**config.mk**
```make
export PLATFORM = sky130hd
export DESIGN_NAME = reg_writeback_queue
export DESIGN_NICKNAME = d
export VERILOG_FILES = /design/src/rtl/reg_writeback_queue.sv
export SDC_FILE = /design/constraint.sdc
export NUM_CORES = 1
export LEC_CHECK = 0
export ABC_AREA = 1
export BUFFER_PORTS_ARGS = -buffer_cell sky130_fd_sc_hd__buf_4
export CAP_MARGIN = 20
export CELL_PAD_IN_SITES_DETAIL_PLACEMENT = 1
export CELL_PAD_IN_SITES_GLOBAL_PLACEMENT = 1
export CORE_UTILIZATION = 41
export CTS_CLUSTER_SIZE = 16
export DETAILED_ROUTE_END_ITERATION = 16
export PLACE_DENSITY_LB_ADDON = 0.1
export SYNTH_ARGS = -nofsm -noshare
export SYNTH_HDL_FRONTEND = slang
export SYNTH_SLANG_ARGS = --single-unit
```
**constraint.sdc**
```tcl
create_clock -name clk -period 3.8 [get_ports clk]
set_input_delay 0.38 -clock clk [delete_from_list [all_inputs] [get_ports clk]]
set_output_delay 0.38 -clock clk [all_outputs]
set_load 0.005 [all_outputs]
```
**src/rtl/reg_writeback_queue.sv**
```systemverilog
// reg_writeback_queue
//
// Write-side initiator for the 8x16 register file. Results from the memory
// (load) and ALU producers are accepted via valid/ready. They are buffered in
// a small in-order FIFO and drained one per granted cycle onto the
// register-file write port. A pending-write bitmap and two forwarding lookups
// let decode stall or bypass on registers that still have queued writes.
//
// Configuration macro:
//   WB_BYPASS_EN - when defined, a result arriving while the queue is empty
//                  and the write port is granted is written straight through
//                  in the same cycle instead of being enqueued.
//
// Ports:
//   clk, rst_n          clock (rising edge), synchronous active-low reset
//   mem_valid/ready/dest/data   load result producer (higher priority)
//   alu_valid/ready/dest/data   ALU result producer
//   wr_grant            write port available this cycle
//   reg_write_en/dest/data      register-file write port
//   chk_addr1/2, chk_hit1/2, chk_data1/2   forwarding lookups
//   pending             bit r set when a queued entry targets register r
//   count, full, empty  queue occupancy
module reg_writeback_queue #(
  parameter int DEPTH  = 4,
  parameter int DATA_W = 16,
  parameter int ADDR_W = 3
) (
  input  logic                     clk,
  input  logic                     rst_n,
  input  logic                     mem_valid,
  output logic                     mem_ready,
  input  logic [ADDR_W-1:0]        mem_dest,
  input  logic [DATA_W-1:0]        mem_data,
  input  logic                     alu_valid,
  output logic                     alu_ready,
  input  logic [ADDR_W-1:0]        alu_dest,
  input  logic [DATA_W-1:0]        alu_data,
  input  logic                     wr_grant,
  output logic                     reg_write_en,
  output logic [ADDR_W-1:0]        reg_write_dest,
  output logic [DATA_W-1:0]        reg_write_data,
  input  logic [ADDR_W-1:0]        chk_addr1,
  output logic                     chk_hit1,
  output logic [DATA_W-1:0]        chk_data1,
  input  logic [ADDR_W-1:0]        chk_addr2,
  output logic                     chk_hit2,
  output logic [DATA_W-1:0]        chk_data2,
  output logic [(2**ADDR_W)-1:0]   pending,
  output logic [$clog2(DEPTH):0]   count,
  output logic                     full,
  output logic                     empty
);

  localparam int PTR_W = $clog2(DEPTH);
  localparam int CNT_W = PTR_W + 1;

  logic [ADDR_W-1:0] dest_q [DEPTH];
  logic [DATA_W-1:0] data_q [DEPTH];
  logic [PTR_W-1:0]  head;
  logic [PTR_W-1:0]  tail;
  logic [CNT_W-1:0]  cnt;

  logic              in_accept;
  logic [ADDR_W-1:0] in_dest;
  logic [DATA_W-1:0] in_data;
  logic              bypass;
  logic              push;
  logic              pop;
  logic [PTR_W-1:0]  idx;

  assign count = cnt;
  assign full  = (cnt == CNT_W'(DEPTH));
  assign empty = (cnt == '0);

  // full is registered, so a pop in this cycle never frees room for an
  // enqueue in the same cycle. Memory wins ties because loads are older.
  assign mem_ready = !full;
  assign alu_ready = !full && !mem_valid;

  assign in_accept = (mem_valid && mem_ready) || (alu_valid && alu_ready);
  assign in_dest   = mem_valid ? mem_dest : alu_dest;
  assign in_data   = mem_valid ? mem_data : alu_data;

`ifdef WB_BYPASS_EN
  assign bypass = empty && wr_grant && in_accept && (in_dest != '0);
`else
  assign bypass = 1'b0;
`endif

  // Writes to register 0 are acknowledged but dropped.
  assign push = in_accept && (in_dest != '0) && !bypass;
  assign pop  = !empty && wr_grant;

  // Write port is driven from the head entry. The strobe is suppressed while
  // reset is asserted so nothing reaches the register file on that cycle.
  always_comb begin
    reg_write_en   = !empty && rst_n;
    reg_write_dest = empty ? '0 : dest_q[head];
    reg_write_data = empty ? '0 : data_q[head];
    if (bypass) begin
      reg_write_en   = rst_n;
      reg_write_dest = in_dest;
      reg_write_data = in_data;
    end
  end

  // Queue storage, pointers and occupancy.
  always_ff @(posedge clk) begin
    if (!rst_n) begin
      head <= '0;
      tail <= '0;
      cnt  <= '0;
      for (int i = 0; i < DEPTH; i++) begin
        dest_q[i] <= '0;
        data_q[i] <= '0;
      end
    end else begin
      if (push) begin
        dest_q[tail] <= in_dest;
        data_q[tail] <= in_data;
        tail         <= tail + PTR_W'(1);
      end
      if (pop) begin
        head <= head + PTR_W'(1);
      end
      case ({push, pop})
        2'b10:   cnt <= cnt + CNT_W'(1);
        2'b01:   cnt <= cnt - CNT_W'(1);
        default: cnt <= cnt;
      endcase
    end
  end

  // Walk valid entries oldest to youngest; later matches overwrite earlier
  // ones so the lookup data ends up as the youngest pending write.
  always_comb begin
    pending   = '0;
    chk_hit1  = 1'b0;
    chk_data1 = '0;
    chk_hit2  = 1'b0;
    chk_data2 = '0;
    idx       = '0;
    for (int i = 0; i < DEPTH; i++) begin
      idx = head + PTR_W'(i);
      if (CNT_W'(i) < cnt) begin
        pending[dest_q[idx]] = 1'b1;
        if ((chk_addr1 != '0) && (dest_q[idx] == chk_addr1)) begin
          chk_hit1  = 1'b1;
          chk_data1 = data_q[idx];
        end
        if ((chk_addr2 != '0) && (dest_q[idx] == chk_addr2)) begin
          chk_hit2  = 1'b1;
          chk_data2 = data_q[idx];
        end
      end
    end
  end

endmodule

```
# After elaboration in Yosys (flattened, before gate mapping)
# Memories as Yosys holds them, arrays and structs flattened. A register that Yosys moved wholly into a read port is not among the register bits.
# Index checks and enable logic that the tools add are counted.
# op_classes
n_lt_le_gt_ge	12
reduce_logical	29
muxes	63
addsub	6
eq_ne	11
bitwise_logic	3
# ops
op	n
$mux 16	19
$mux 8	4
$mux 1	26
$eq 3x3->1	8
$or 8x8->8	3
$logic_and 1x1->1	18
$lt 3x4->1 const B	4
$reduce_or 16->1	1
$demux 1 s3	4
$ge 3x1->1 const B	4
$mux 2	6
$mux 3	3
$reduce_bool 3->1	3
$lt 1x3->1 const A	2
$lt 2x3->1 const A	2
$pmux 3 s2	1
$add 2x1->2 const B	2
$add 2x2->2 const B	2
$add 3x1->3 const B	1
$eq 3x3->1 const B	1
$logic_not 1->1	3
$logic_not 3->1	1
$reduce_or 3->1	1
$sub 3x1->3 const B	1
4 further kinds	4
# word_totals
n_memories	2
register_bits	7
ramBits	76
elab_cells	129
# mem_list
memory	words	word_bits	rd	rd_ports_with_merged_regs	write_ports	line_no	text
data_q	4	16	4	1	4	58	logic [DATA_W-1:0] data_q [DEPTH];
dest_q	4	3	4	1	4	57	logic [ADDR_W-1:0] dest_q [DEPTH];

# Longest topological paths before layout
# An unclocked memory read counts as a cell.
# logic_depth
ltp_word	12
depth_mapped	17

# Worst setup path before layout
# OpenSTA, ideal clock, no wires.
# synth_path
kind	register -> register
start	register cnt[0], in the netlist count[0]
end	memory data_q[3][0], enable pin
arrival_time_ps	2534
path_buffers	0
path_slack_ps	841
t_required_ps	3375
stages_incl_launch_ff	8
setup_time_ps	425
path_cell_list	dfxtp_1 > inv_1 > ha_1 > nand2_1 > inv_1 > nor2_1 > nand2_1 > o31ai_1
# synth_rtl
item	line_no	text
start, declared	61	logic [CNT_W-1:0] cnt;
start signal, assigned	127	2'b10: cnt <= cnt + CNT_W'(1);
start signal, assigned	128	2'b01: cnt <= cnt - CNT_W'(1);
start signal, assigned	129	default: cnt <= cnt;
end, declared	58	

# Worst setup path in the final report
# layout_path
start	register head[1]
end	output port chk_data1[8]
# layout_via
elab_chain_len	10
word_cells_on_any_way	17
classes_between	add/sub (3); eq/ne (3); mux (6); reduce/logical (3); memory (2)
# layout_rtl
item	line_no	text
start, declared	59	logic [PTR_W-1:0] head;
start signal, assigned	124	head <= head + PTR_W'(1);
$add 2x1->2	144	idx = head + PTR_W'(i);
$mem_v2 4x3	n/a	
$eq 3x3->1	147	if ((chk_addr1 != '0) && (dest_q[idx] == chk_addr1)) begin
$logic_and 1x1->1	147	
$mux 16	147	
$mux 16	145	if (CNT_W'(i) < cnt) begin
$mux 16	147	
$mux 16	145	
$mux 16	147	
$mux 16 *	145	
end, declared	44	output logic [DATA_W-1:0] chk_data1,
# Mark *: on every way between the ends. The rest lies on a longest branch, timed or not.

==> out/metrics.cfg <==
[pwr]
ir_drop_v = 0.0003046
p_seq_frac = 0.216
p_switching_mw = 3.120
power.density_nw_per_um2 = 631.6
clockPowerShare = 0.138
pwr-share-comb = 0.647
p_int_mw = 2.844
p_sw_frac = 0.5231
p_leak_nw = 4.744

[logic_synthesis]
synth_ff_type = edfxtp_1
seq_area_frac_synth = 0.3007
syn_area_per_cell_sq_um = 6.213
synth_edf_count = 76
ys_warn_count = 0
ys_ff_latch = 85
postSynthCellCount = 1318
synthArstFlopShare = 0
synth.distinct_cells = 40
synth_nets = 1371
synth_area_sq_um = 8189

[routing]
dr.pass1.iters = 5
routed_wl_um = 30200
avgRoutedWirePerCell_um = 18.12
vias = 8894
drt_iter0_markers = 546
postRouteAntennaNets = 0
drc = 0
viasPerCell = 5.335

[critical_path]
rr_startpoint = count[0]
crit_path_start_kind = flip-flop
rrSetupSlack_ns = 0.99
path_max_fanout = 41
worstSetupPathType = reg -> out
endpoint = chk_data1[8]
crit_required_ns = 3.42
critical_path.startpoint = head[1]
crit_top_cell = nand2_1
reg2regPathDepth = 12
crit_chain = inv_2 -> nand2_4 -> nand2_4 -> nand2_1 -> nand2_1 -> nand2_1 -> nand2_1 -> nor2_4 -> buf_4 -> nand3_1 -> nand2_1 -> inv_1 -> nand2_1 -> nand2_1 -> nand2_1 -> buf_4
cp-end-kind = output pin
cp_num_cells = 16
reg2reg_to = data_q[0][6]
slowest_stage = dfxtp_1
cp_top_family = simple AND/OR/NAND/NOR gates
path_buf_inv = 4
crit_arrival_ns = 3.15
critical_path.max_stage_delay_ns = 0.50

[clock_network]
ctsLongestPathBuffers = 2
clkSinkCount = 85
clkTransAtPathRegs_ns = 0.06
cts_tree = built
numCtsBuffers = 9
clockRootBuffer = clkbuf_16
cts.htree.levels = 3
insertion_delay_ns = 0.34
post-cts-setup-buffers = 0

[cells_and_area]
final_area_sq_um = 9443
antennaDiodeCount = 0
fin_cells = 1667
nets = 1450
fillers = 2728
syn2layout_area_growth_pct = 15.31
layout-drive-gt1-share = 0.1548
final_core_util = 0.4836

[floorplanning]
io-pin-count = 118
coreArea_sq_um = 19530
die_area_sq_um = 20540
core.rowCount = 51
fp.dieW_um = 143.3
die_h_um = 143.3
initial_core_util = 0.4194

[place]
placedCellCount = 1651
dp_hpwl_um = 23300
place_ws_ns = 0.5396
gp_congestion = 0.8858
portBuffers = 117
place_area_sq_um = 9156

[timing]
fin_worst_skew_ns = 0.005254
slew_headroom = 0.3778
final.setup.worst_slack_ns = 0.2652
rsz0062_at_grt = false
slew_viol_final = 0
finalSetupViolCount = 0
period_needed_ns = 3.535
tightestPinTransition_ns = 0.9323
max_clock_freq_mhz = 282.9
min_period_over_period = 0.9302
tns_ns = 0
finalHoldViolCount = 0

[global_routing]
grt_max_degree = 76
grt_pass1_wl_um = 47570
grt_pass1_vias = 8518
grt_overflow = 0
antenna_found_initial = 0
grt_util_all_layers = 0.3031

[status]
outcome = finished, final reports clean

[min_path]
hp-class = in -> reg

[flow_run]
maxCapViolCount = 0

-- worst min path at each step --
| stage | start | to | slack, ns | cells after the start |
|---|---|---|---|---|
| finish | rst_n | count[0] | 0.37 | 3 |
| global route | rst_n | count[2] | 0.38 | 3 |
| CTS | rst_n | count[0] | 0.35 | 3 |
| detailed placement | tail[0] | tail[0] | 0.55 | 2 |
| global placement | tail[0] | tail[0] | 0.54 | 2 |
| floorplan | tail[0] | tail[0] | 0.49 | 2 |
-- tightest hold or removal path, delay by kind of cell --
family	cells	cell delay, ns
AO/OA/AOI/OAI	2	0.12
buffers and inverters	1	0.16
-- Yosys cell counts (13+ instances only) --
library cell    n  area [sq um]
nand2_1       431          1618
inv_1         199         747.0
nand3_1       145         725.7
nor2_1        135         506.7
o21ai_0        82         410.4
edfxtp_1       76          2282
clkbuf_1       31         116.4
o22ai_1        30         187.7
a21oi_1        27         135.1
buf_2          16         80.08
mux2_2         16         180.2
a32o_1         15         150.1
nand2_2        13         81.33
-- registers in the layout, indices dropped and copies added, names as in the netlist, named ones only --
register and flops:
data_q 64, tail 2, head 2, count 3
dest_q 12
-- what timing repair did --
action | CTS | global route
hold buffers | 0 | 0
setup endpoints to repair | 0 | 21
resized for setup | 0 | 3
-- through the flow --
step                      power [mW]  hold slack [ns]
final                          5.964           0.3718
after global placement         5.007           0.5420
after detailed placement       5.094           0.5471
after floorplan                3.717           0.4903
after CTS                      5.927           0.3500
after global routing           6.390           0.3834
-- power by group through the flow --
stage	clock, mW	combinational [mW]	sequential (mW)
6_report	0.820	3.86	1.29
5_1_grt	0.859	4.23	1.30
4_1_cts	0.840	3.80	1.29
3_5_place_dp	0	3.79	1.30
3_3_place_gp	0	3.71	1.29
2_1_floorplan	0	2.47	1.25
-- layout by cell type, fill, tap and decap left out, types with 8 or more instances in the layout --
cell type / instances
clkbuf_16: 10
inv_2: 11
o22ai_1: 30
o21ai_0: 80
nand3_1: 145
nor2_4: 8
nand2_4: 11
inv_1: 199
nor2_1: 135
buf_4: 131
nand2_2: 13
a21oi_1: 27
nand2_1: 431
a32o_1: 15
mux2_2: 16
dfxtp_1: 8
edfxtp_1: 76
-- cells by family (layout without fill, tap and decap cells) --
kind of cell,count (synthesis),after routing,synth area share
and+or+nand+nor,754,754,0.3940
buffers and inverters,278,362,0.1426
AOI/OAI and AO/OA,177,177,0.1299
DFF,85,85,0.3007
muxes,19,19,0.02567
adders and majority gates,4,4,0.006112
xor gates and xnor gates,1,1,0.001070
-- layout make-up --
type | count | area (sq um) | share of cell area
Clock buffer | 13 | 261.5 | 0.02769
Clock inverter | 3 | 18.77 | 0.001988
Inverter | 214 | 808.3 | 0.08560
Multi-Input combinational cell | 955 | 4564 | 0.4834
Sequential cell | 85 | 2464 | 0.2609
Tap cell | 265 | 331.6 | 0.03511
Timing Repair Buffer | 132 | 994.7 | 0.1053
-- per-layer routing --
layer,GRT usage,vias to the layer above,share of wire
met5,0,-,0
met4,0.07895,0,0.016
met3,0.03166,24,0.059
met2,0.4578,295,0.43
met1,0.4565,4212,0.50
li1,-,4363,-
(Power assumes the default switching activity.)
